[config.mk]
export PLATFORM = sky130hd
export DESIGN_NAME = serial_adder_ctrl
export DESIGN_NICKNAME = d
export VERILOG_FILES = /design/src/rtl/serial_adder_ctrl.sv
export SDC_FILE = /design/constraint.sdc
export NUM_CORES = 1
export LEC_CHECK = 0
export BUFFER_PORTS_ARGS = -buffer_cell sky130_fd_sc_hd__buf_2
export CAP_MARGIN = 20
export CORE_ASPECT_RATIO = 1.4
export CORE_MARGIN = 2
export CORE_UTILIZATION = 48
export CTS_CLUSTER_DIAMETER = 100
export DETAILED_ROUTE_END_ITERATION = 8
export GPL_TIMING_DRIVEN = 0
export PLACE_DENSITY = 0.81
export SKIP_CTS_REPAIR_TIMING = 1
export SLEW_MARGIN = 10
export SYNTH_ARGS = -nofsm -noshare
export SYNTH_HDL_FRONTEND = slang
export SYNTH_SLANG_ARGS = --single-unit
[constraint.sdc]
create_clock -name clk -period 1.2 [get_ports clk]
set_input_delay 0.06 -clock clk [delete_from_list [all_inputs] [get_ports clk]]
set_output_delay 0.06 -clock clk [all_outputs]
set_load 0.02 [all_outputs]
[src/rtl/serial_adder_ctrl.sv]
// Bit-serial adder: one full-adder cell (two half adders + OR) reused LSB-first, one bit per cycle.
// One operation in flight; in_ready only in IDLE, DONE holds sum/carry_out until out_ready.
module serial_adder_ctrl #(
  parameter int WIDTH = 8
) (
  input  logic             clk,
  input  logic             rst_n,
  input  logic             in_valid,
  output logic             in_ready,
  input  logic [WIDTH-1:0] a,
  input  logic [WIDTH-1:0] b,
  output logic             out_valid,
  input  logic             out_ready,
  output logic [WIDTH-1:0] sum,
  output logic             carry_out,
  output logic             busy,
  output logic [7:0]       op_count
);

  if (WIDTH < 2 || WIDTH > 32) begin : g_bad_width
    $error("serial_adder_ctrl: WIDTH must be in 2..32");
  end

  localparam int            CW       = $clog2(WIDTH);
  localparam logic [CW-1:0] LAST_BIT = CW'(WIDTH - 1);

  localparam logic [1:0] IDLE = 2'd0;
  localparam logic [1:0] RUN  = 2'd1;
  localparam logic [1:0] DONE = 2'd2;

  logic [1:0]       state_q, state_d;
  logic [WIDTH-1:0] a_sh_q, a_sh_d;
  logic [WIDTH-1:0] b_sh_q, b_sh_d;
  logic [WIDTH-1:0] psum_q, psum_d;
  logic             carry_q, carry_d;
  logic [CW-1:0]    cnt_q, cnt_d;
  logic [WIDTH-1:0] sum_q, sum_d;
  logic             cout_q, cout_d;
  logic [7:0]       op_count_q, op_count_d;

  logic ha0_s, ha0_c, ha1_s, ha1_c;
  logic fa_sum, fa_carry;

  half_adder u_ha0 (
    .x (a_sh_q[0]),
    .y (b_sh_q[0]),
    .s (ha0_s),
    .c (ha0_c)
  );

  half_adder u_ha1 (
    .x (ha0_s),
    .y (carry_q),
    .s (ha1_s),
    .c (ha1_c)
  );

  assign fa_sum   = ha1_s;
  assign fa_carry = ha0_c | ha1_c;

  always_comb begin
    state_d    = state_q;
    a_sh_d     = a_sh_q;
    b_sh_d     = b_sh_q;
    psum_d     = psum_q;
    carry_d    = carry_q;
    cnt_d      = cnt_q;
    sum_d      = sum_q;
    cout_d     = cout_q;
    op_count_d = op_count_q;

    case (state_q)
      IDLE: begin
        if (in_valid) begin
          a_sh_d  = a;
          b_sh_d  = b;
          psum_d  = '0;
          carry_d = 1'b0;
          cnt_d   = '0;
          state_d = RUN;
        end
      end
      RUN: begin
        // result bits enter at the MSB so after WIDTH shifts bit 0 sits at the LSB
        psum_d  = {fa_sum, psum_q[WIDTH-1:1]};
        a_sh_d  = {1'b0, a_sh_q[WIDTH-1:1]};
        b_sh_d  = {1'b0, b_sh_q[WIDTH-1:1]};
        carry_d = fa_carry;
        cnt_d   = cnt_q + 1'b1;
        if (cnt_q == LAST_BIT) begin
          sum_d   = {fa_sum, psum_q[WIDTH-1:1]};
          cout_d  = fa_carry;
          state_d = DONE;
        end
      end
      DONE: begin
        if (out_ready) begin
          op_count_d = op_count_q + 8'd1;
          state_d    = IDLE;
        end
      end
      default: state_d = IDLE;
    endcase
  end

  always_ff @(posedge clk) begin
    if (!rst_n) begin
      state_q    <= IDLE;
      a_sh_q     <= '0;
      b_sh_q     <= '0;
      psum_q     <= '0;
      carry_q    <= 1'b0;
      cnt_q      <= '0;
      sum_q      <= '0;
      cout_q     <= 1'b0;
      op_count_q <= 8'd0;
    end else begin
      state_q    <= state_d;
      a_sh_q     <= a_sh_d;
      b_sh_q     <= b_sh_d;
      psum_q     <= psum_d;
      carry_q    <= carry_d;
      cnt_q      <= cnt_d;
      sum_q      <= sum_d;
      cout_q     <= cout_d;
      op_count_q <= op_count_d;
    end
  end

  assign in_ready  = (state_q == IDLE);
  assign out_valid = (state_q == DONE);
  assign busy      = (state_q != IDLE);
  assign sum       = sum_q;
  assign carry_out = cout_q;
  assign op_count  = op_count_q;

endmodule

// Combinational half adder used twice to form the full-adder cell.
module half_adder (
  input  logic x,
  input  logic y,
  output logic s,
  output logic c
);
  assign s = x ^ y;
  assign c = x & y;
endmodule

Word-level counts from Yosys, hierarchy flattened. Index checks and enable logic that the tools add are counted.

Flip-flop bits (word level): 47. Output and inout bits: 20. Word-level logic and storage cells: 43.

$add $sub $neg: 2. Eq/ne operators: 6. Multiplexer cells: 14. Bitwise operators: 5. Reductions and logical operators: 7.

Operators by type and width (count): $pmux W8 S2 (3); $mux W8 (3); $add A8 B1 Y8 const B (1); $mux W2 (3); $pmux W2 S3 (1); $pmux W3 S2 (1); $reduce_and A2 Y1 (3); $ne A2 B2 Y1 const B (2); $reduce_bool A2 Y1 (2); $add A3 B1 Y3 const B (1); $eq A3 B3 Y1 const B (1); $mux W3 (1); $reduce_and A3 Y1 (1); $and A1 B1 Y1 (2); $eq A2 B1 Y1 const B (1); $eq A2 B2 Y1 const B (1); $logic_not A2 Y1 (1); $ne A2 B1 Y1 const B (1); $pmux W1 S2 (1); $xor A1 B1 Y1 (2); $mux W1 (1); $or A1 B1 Y1 (1).

Depth between registers and ports, before layout. Gate-level depths: netlist (run 1).

Depth in word-level cells: 4. Mapped depth: 5.

Modules after synthesis. From an unflattened synthesis (run 1), not the netlist that was laid out.

Cells, all modules: 219. Area, all modules: 1936.9 µm².

By module, submodules not included: serial_adder_ctrl (instances 1, cells an instance 217, area an instance 1911.8 µm², seq. area each 920.9 µm²); half_adder (instances 2, cells an instance 1, area an instance 12.5 µm², seq. area each 0.0 µm²).

Worst setup path before layout (run 1). No wires, ideal clock.

Path type: register to register. From: register op_count_q[0], in the netlist op_count[0]. To: register op_count_q[6], in the netlist op_count[6]. Arrival time: 1274 ps. Data required time: 1130 ps. Path slack: -144 ps. Stages on the path, launching flop included: 5. Path buffers: 0. Clock period less this slack: 1344 ps. Cell sequence: dfxtp_1 ha_1 nand2_1 or4_1 a21oi_1.

Longest elaborated chain between the ends: 1.

Ends and longest elaborated chain: start: declaration (RTL line 39) `logic [7:0] op_count_q, op_count_d;`; start signal: assignment (RTL line 126) `op_count_q <= op_count_d;`; $add A8 B1 Y8 (RTL line 98) `op_count_d = op_count_q + 8'd1;`.

Every way passes these cells. A chain may end at the register's enable or synchronous reset.

Final worst setup path (run 1).
From: register state_q[0]. To: register op_count_q[4], in the netlist op_count[4].

Longest elaborated chain between the ends: 2.

Ends and longest elaborated chain: start: declaration (RTL line 31) `logic [1:0] state_q, state_d;`; start signal: assignment (RTL line 118) `state_q <= state_d;`; $eq A2 B2 Y1 (RTL line 72) `case (state_q)`; $reduce_and A2 Y1 (no source line).

Every way passes these cells.

==> out/qor.csv, run 1 <==
stage,metric,value,unit
status,outcome,"complete, but fails checks",
status,violations,setup timing,
power_and_ir_drop,irDropWorstVdd,0.00108,V
detailed_routing,viasPerCell,5.73,
setup_path,path_buf_inv,1,
final_layout,nets,294,
setup_path,critical_path_required,1.44,ns
clock_tree,cts.sinks,46,
sta,tightestPinTransition,0.568,ns
grt,grt_pass1_vias,1655,
setup_path,path_delay_family,simple AND/OR/NAND/NOR gates,
detailed_routing,wl_per_cell,15.8,µm
detailed_routing,drt_pre_antenna_iters,4,
detailed_routing,dr_total_vias,1792,
logic_synthesis,syn_inst,213,
floorplanning,dieArea,0.00444,mm²
setup_path,crit_arrival,1.56,ns
clock_tree,htree_levels,2,
setup_path,endpoint_kind,flip-flop,
grt,overflow,0,
logic_synthesis,ys_seq_area_share,49.0,%
final_layout,area_delta_synth_final,37.4,%
power_and_ir_drop,power_density,1190,mW/mm²
clock_tree,cts_tree,yes,
setup_path,path_max_fanout,5,
logic_synthesis,synth_area,0.00188,mm²
job,maxCapViolations,0,
worst_hold_path,holdPathStages,3,
clock_tree,insertion_delay,0.31,ns
logic_synthesis,syn_nets,237,
logic_synthesis,ys_ff_latch,46,
worst_hold_path,hold_path.class,primary input to flip-flop,
setup_path,reg2reg_setup_slack,-0.13,ns
clock_tree,path_clk_slew,0.09,ns
clock_tree,root_buffer,clkbuf_8,
final_layout,multi_input_area,0.00106,mm²
clock_tree,clk_path_buf_depth,2,
setup_path,slowest_stage,or3_4,
logic_synthesis,ys_warn_count,0,
worst_hold_path,holdCritStartpoint,b[7],
sta,finalWorstSetupSlack,-0.126,ns
setup_path,reg2reg_to,op_count[4],
grt,grt_pass1_wl,7.04,mm
setup_path,path_cells,buf_6 -> nand4b_1 -> or3_4 -> a21oi_2,
detailed_routing,drtAntennaViolNets,0,
floorplanning,coreArea,0.00371,mm²
sta,rsz0062_at_grt,true,
final_layout,antenna_cells,0,
sta,finalHoldViolations,0,
grt,grt_start_max_net_pins,15,
detailed_routing,initialDrtViolationCount,50,
grt,grt_use_total,19.7,%
grt,antenna_found_initial,0,
final_layout,final_cells,313,
logic_synthesis,synth.top_cells.by_area,"dfxtp_1 49%, a21oi_1 7.7%, nor2_1 5.2%",
final_layout,register_area,948,µm²
worst_hold_path,worstHoldEndpoint,b_sh_q[7],
sta,finalSetupViolCount,15,
floorplanning,fp.dieW,56.9,µm
detailed_routing,routed_wirelength,4.94,mm
setup_path,reg2reg_depth,4,
sta,fin_crit_sh,110,%
logic_synthesis,synth_top_area_share,49.0,%
logic_synthesis,yosysTopAreaCell,dfxtp_1,
placement,hpwl,2.99,mm
detailed_routing,drcViolationCount,0,
final_layout,drive_gt1_share,42.1,%
sta,fin_skew,0.00593,ns
sta,max_freq,754,MHz
setup_path,crit_type,flip-flop to flip-flop,
clock_tree,numCtsBuffers,5,
floorplanning,fp.dieH,78.1,µm
placement,port_buffers,39,
power_and_ir_drop,cellLeakagePower,0.00105,µW
sta,slew_headroom,62.1,%
floorplanning,start_util,50.7,%
setup_path,critPathMaxStageDelay,0.42,ns
logic_synthesis,synth_cell_type_count,29,
setup_path,worstSetupStartpointType,flip-flop,
setup_path,crit-reg2reg-launch,state_q[0],
placement,placed_cells,294,
sta,hold_ws,0.0406,ns
floorplanning,fp-row-count,26,
final_layout,fillers,284,
sta,slew_violations,0,
sta,fin_crit,1.33,ns
logic_synthesis,syn_area_per_cell,8.83,µm²
floorplanning,io_pins,40,
placement,gp_congestion,0.798,
metrics by stage:
stage                     power [µW]  instance area [µm²]  worst slack, ns  utilization, %   TNS, ns
after floorplan                 1820                 1900         -0.00267               -  -0.00267
after global placement          1910                 2150           -0.178            57.9     -4.12
after detailed placement        1920                 2150           -0.209            57.9     -5.13
after CTS                       2960                 2250           -0.228            60.7     -6.35
after global routing            3190                 2580           -0.166            69.7     -2.62
final                           3080                 2580           -0.126            69.7    -0.385
where the power goes:
part / total, µW / switching, µW / internal [µW]
combinational: 379 / 208 / 171
sequential: 1620 / 44.3 / 1570
clock: 1080 / 540 / 540
logic make-up after synthesis:
family	synth area share, %
compound gates	25.2
simple gates	16.6
flops	49.0
buf+inv	4.19
fa+ha+maj	3.06
xor+xnor	0.932
mux	1.06
synth_stat cells:
cell / number
dfxtp_1: 46
a21oi_1: 29
mux2i_1: 2
buf_2: 6
nand4_1: 1
o2bb2ai_1: 9
nand3_1: 9
fa_1: 1
nor2b_1: 2
o21ai_0: 17
nand4b_1: 2
o21ba_2: 1
o31ai_1: 2
inv_1: 4
o22ai_1: 5
or3_1: 3
clkbuf_1: 9
nand4b_4: 1
nand2_1: 13
a211oi_1: 1
a22oi_1: 10
ha_1: 3
xor2_1: 2
nand3b_1: 2
nand2b_1: 2
a32oi_1: 2
o21bai_1: 1
nor2_1: 26
or4_1: 2
layout make-up:
| class | instances | share of cell area [%] |
|---|---|---|
| inverter | 4 | 0.581 |
| clock inverter | 1 | 0.242 |
| clock buffer | 7 | 3.78 |
| timing repair buffer | 50 | 11.6 |
| tap | 42 | 2.03 |
| multi-input combinational | 148 | 41.0 |
| sequential | 46 | 36.7 |
| buffer | 15 | 4.12 |
worst max path at each step:
stage / startpoint / end / slack (ns) / cells after the start
final: state_q[0] / op_count[4] / -0.13 / 4
after global routing: state_q[0] / op_count[4] / -0.17 / 4
after CTS: state_q[0] / a_sh_q[3] / -0.23 / 5
after detailed placement: state_q[0] / a_sh_q[3] / -0.21 / 5
after global placement: state_q[0] / a_sh_q[3] / -0.18 / 5
after floorplan: op_count[4] / op_count[6] / -0.003 / 3
cell usage in the layout, fill, tap and decap left out, types with 4 or more instances in the layout:
| master | instances |
|---|---|
| a22oi_2 | 7 |
| clkbuf_8 | 5 |
| a21oi_1 | 23 |
| buf_6 | 9 |
| o21ai_2 | 5 |
| nor2_1 | 23 |
| a21oi_2 | 6 |
| dfxtp_2 | 7 |
| inv_1 | 4 |
| buf_4 | 11 |
| clkbuf_1 | 6 |
| nand2_1 | 11 |
| dfxtp_4 | 5 |
| o22ai_1 | 5 |
| o21ai_0 | 7 |
| o21ai_1 | 5 |
| nand3_1 | 9 |
| o2bb2ai_1 | 7 |
| dfxtp_1 | 34 |
| buf_2 | 39 |
metal layers:
layer	vias up	part of all wire [%]	track usage, %
met5	-	0	0
met4	0	2.5	6.98
met3	14	5.0	4.61
met2	54	51	34.9
met1	840	42	22.7
li1	884	-	-
state kept, by name, summed over array words and instances (netlist names):
| name | count |
|---|---|
| op_count | 8 |
| carry_out | 1 |
| state_q | 2 |
| cnt_q | 3 |
| sum | 8 |
| carry_q | 1 |
| psum_q | 7 |
| a_sh_q | 8 |
| b_sh_q | 8 |
worst register-to-register path: stages, from the launching register on:
cell	delay (ns)
dfxtp_4	0.37
buf_6	0.13
nand4b_1	0.23
or3_4	0.42
a21oi_2	0.11
Note: power is estimated with default switching activity, not from simulation.
==> inputs of run 2 (changes only) <==
Settings changed: CORE_UTILIZATION 48 to 53, PLACE_DENSITY 0.81 to 0.85.
Clock period 1.2 ns to 1.26 ns, I/O delays scaled along.
==> run 2 against run 1 <==
- the run still ends with setup timing left
- utilization grew 3.7 points
- worst setup slack improved by 0.078 ns
- clock skew is essentially flat
- die area fell by 8.9%
- maximum frequency up 1.4%
- hold slack gained 0.00064 ns
- combinational power shrank 22%
- critical path type unchanged
- highest routed layer unchanged
==> out/qor.csv, run 2 (synthesis results as in run 1) <==
stage,metric,value,unit,change
status,outcome,"complete, but fails checks",,unchanged
status,violations,setup timing,,unchanged
detailed_routing,drcViolationCount,0,,unchanged
worst_hold_path,hold_path.class,primary input to flip-flop,,unchanged
clock_tree,htree_levels,2,,unchanged
setup_path,crit_arrival,1.48,ns,was 1.56 ns
sta,finalSetupViolCount,3,,was 15
final_layout,nets,289,,was 294
placement,gp_congestion,0.779,,was 0.798
grt,grt_use_total,22.6,%,was 19.7%
placement,placed_cells,292,,was 294
clock_tree,insertion_delay,0.30,ns,was 0.31 ns
detailed_routing,dr_total_vias,1761,,was 1792
power_and_ir_drop,pwr-share-clk,38.0,%,was 35.1%
power_and_ir_drop,cellLeakagePower,0.00102,µW,was 0.00105 µW
setup_path,reg2reg_setup_slack,-0.05,ns,was -0.13 ns
floorplanning,start_util,55.7,%,was 50.7%
clock_tree,cts_tree,yes,,unchanged
grt,overflow,0,,unchanged
floorplanning,fp.dieH,74.5,µm,was 78.1 µm
sta,slew_headroom,58.7,%,was 62.1%
grt,grt_pass1_vias,1546,,was 1655
placement,hpwl,2.82,mm,was 2.99 mm
detailed_routing,viasPerCell,5.77,,was 5.73
detailed_routing,drtAntennaViolNets,0,,unchanged
final_layout,antenna_cells,0,,unchanged
power_and_ir_drop,p_int,2270,µW,was 2280 µW
setup_path,path_buf_inv,2,,was 1
detailed_routing,wl_met1,1.83,mm,was 2.06 mm
setup_path,path_delay_family,flip-flops,,was simple AND/OR/NAND/NOR gates
sta,rsz0062_at_grt,true,,unchanged
detailed_routing,wl_per_cell,14.6,µm,was 15.8 µm
final_layout,area_delta_synth_final,31.9,%,was 37.4%
sta,hold_ws,0.0413,ns,was 0.0406 ns
clock_tree,clk_path_buf_depth,2,,unchanged
detailed_routing,drt_pre_antenna_iters,4,,unchanged
clock_tree,root_buffer,clkbuf_8,,unchanged
final_layout,fillers,260,,was 284
floorplanning,fp.dieW,54.3,µm,was 56.9 µm
sta,slew_violations,0,,unchanged
floorplanning,io_pins,40,,unchanged
sta,tightestPinTransition,0.620,ns,was 0.568 ns
job,maxCapViolations,0,,unchanged
sta,max_freq,765,MHz,was 754 MHz
floorplanning,fp-row-count,25,,was 26
setup_path,critPathMaxStageDelay,0.37,ns,was 0.42 ns
placement,dpl_cell_area,0.00213,mm²,was 0.00215 mm²
sta,fin_crit,1.31,ns,was 1.33 ns
power_and_ir_drop,combPwrFrac,10.0,%,was 12.3%
detailed_routing,route.met3.wl,236,µm,was 249 µm
power_and_ir_drop,power_density,1190,mW/mm²,about the same
grt,grt_pass1_wl,6.78,mm,was 7.04 mm
clock_tree,numCtsBuffers,5,,unchanged
setup_path,worstSetupStartpointType,flip-flop,,unchanged
final_layout,final_cell_mix,"40 x buf_2, 37 x dfxtp_1, 25 x nor2_1",,"was 39 x buf_2, 34 x dfxtp_1, 23 x a21oi_1, 23 x nor2_1"
setup_path,cpMostUsedCell,buf_4,,
setup_path,path_max_fanout,10,,was 5
setup_path,endpoint_kind,flip-flop,,unchanged
grt,grt_start_max_net_pins,14,,was 15
floorplanning,coreArea,0.00338,mm²,was 0.00371 mm²
grt,antenna_found_initial,0,,unchanged
clock_tree,cts.sinks,46,,unchanged
sta,finalWorstSetupSlack,-0.0479,ns,was -0.126 ns
detailed_routing,top_layer,met4,,unchanged
setup_path,crit_type,flip-flop to flip-flop,,unchanged
setup_path,slowest_stage,dfxtp_4,,was or3_4
setup_path,critical_path_required,1.43,ns,was 1.44 ns
clock_tree,path_clk_slew,0.08,ns,was 0.09 ns
sta,fin_crit_sh,104,%,was 110%
detailed_routing,wl_met2,2.27,mm,was 2.50 mm
power_and_ir_drop,swShare,23.3,%,was 25.8%
setup_path,path_cells,buf_4 -> nand4b_1 -> buf_4 -> o21ai_0 -> a21oi_1,,was buf_6 -> nand4b_1 -> or3_4 -> a21oi_2
power_and_ir_drop,seqPwrFrac,52.1,%,was 52.6%
floorplanning,dieArea,0.00405,mm²,was 0.00444 mm²
detailed_routing,initialDrtViolationCount,29,,was 50
final_layout,final_common_cell,buf_2,,unchanged
final_layout,final_cells,305,,was 313
final_layout,final_area,0.00248,mm²,was 0.00258 mm²
power_and_ir_drop,p_sw,687,µW,was 793 µW
placement,port_buffers,39,,unchanged
detailed_routing,routed_wirelength,4.46,mm,was 4.94 mm
final_layout,drive_gt1_share,36.2,%,was 42.1%
sta,finalHoldViolations,0,,unchanged
sta,fin_skew,0.00555,ns,was 0.00593 ns
power_and_ir_drop,irDropWorstVdd,0.00112,V,was 0.00108 V
run 2: cell types whose count changed in the layout (fill, tap and decap cells not counted), moves of 5 or more:
cell     before  now
o21ai_2       5    0
o21ai_0       7   12
a22oi_1       3   10
a22oi_2       7    0
buf_4        11    5
run 2: path summary, 6_finish.rpt:
path | to | start | cells past startpoint
setup / recovery | op_count[4] | state_q[0] | 5
hold / removal | b_sh_q[0] | rst_n | 3
hold reg to reg | sum[1] | sum[1] | 2
setup reg to reg | op_count[4] | state_q[0] | 5
run 2: worst reg2reg max path, stage by stage (launching register included):
cell,delay [ns]
dfxtp_4,0.37
buf_4,0.18
nand4b_1,0.21
buf_4,0.17
o21ai_0,0.17
a21oi_1,0.08
run 2: cell type report:
class,count,area (µm²),share of cell area (%)
inverter,4,15.0,0.605
tap,40,50.0,2.02
buffer,15,104,4.19
clock buffer,6,82.6,3.33
clock inverter,1,30.0,1.21
sequential,46,942,38.0
timing repair buffer,45,248,9.99
multi-input combinational,148,1010,40.7
run 2: power by group through the flow:
stage	clock [µW]	combinational, µW	sequential (µW)
final	1120	295	1540
after global routing	1200	328	1540
after CTS	1130	258	1540
after detailed placement	0	256	1570
after global placement	0	251	1570
after floorplan	0	175	1560
run 2: per-layer routing:
layer  global-route usage, %  vias up
met5                       0        -
met4                    9.17        0
li1                        -      872
met1                    27.4      826
met2                    38.2       53
met3                    4.82       10
run 2: through the flow:
| stage | util, % | setup WS, ns | TNS, ns | total power [µW] |
|---|---|---|---|---|
| 3_3_place_gp | 63.1 | -0.136 | -2.85 | 1820 |
| 5_1_grt | 73.4 | -0.0832 | -0.550 | 3070 |
| 3_5_place_dp | 63.1 | -0.167 | -3.45 | 1830 |
| 6_report | 73.4 | -0.0479 | -0.0656 | 2950 |
| 4_1_cts | 66.4 | -0.198 | -4.91 | 2920 |
| 2_1_floorplan | - | 0.0185 | 0 | 1740 |
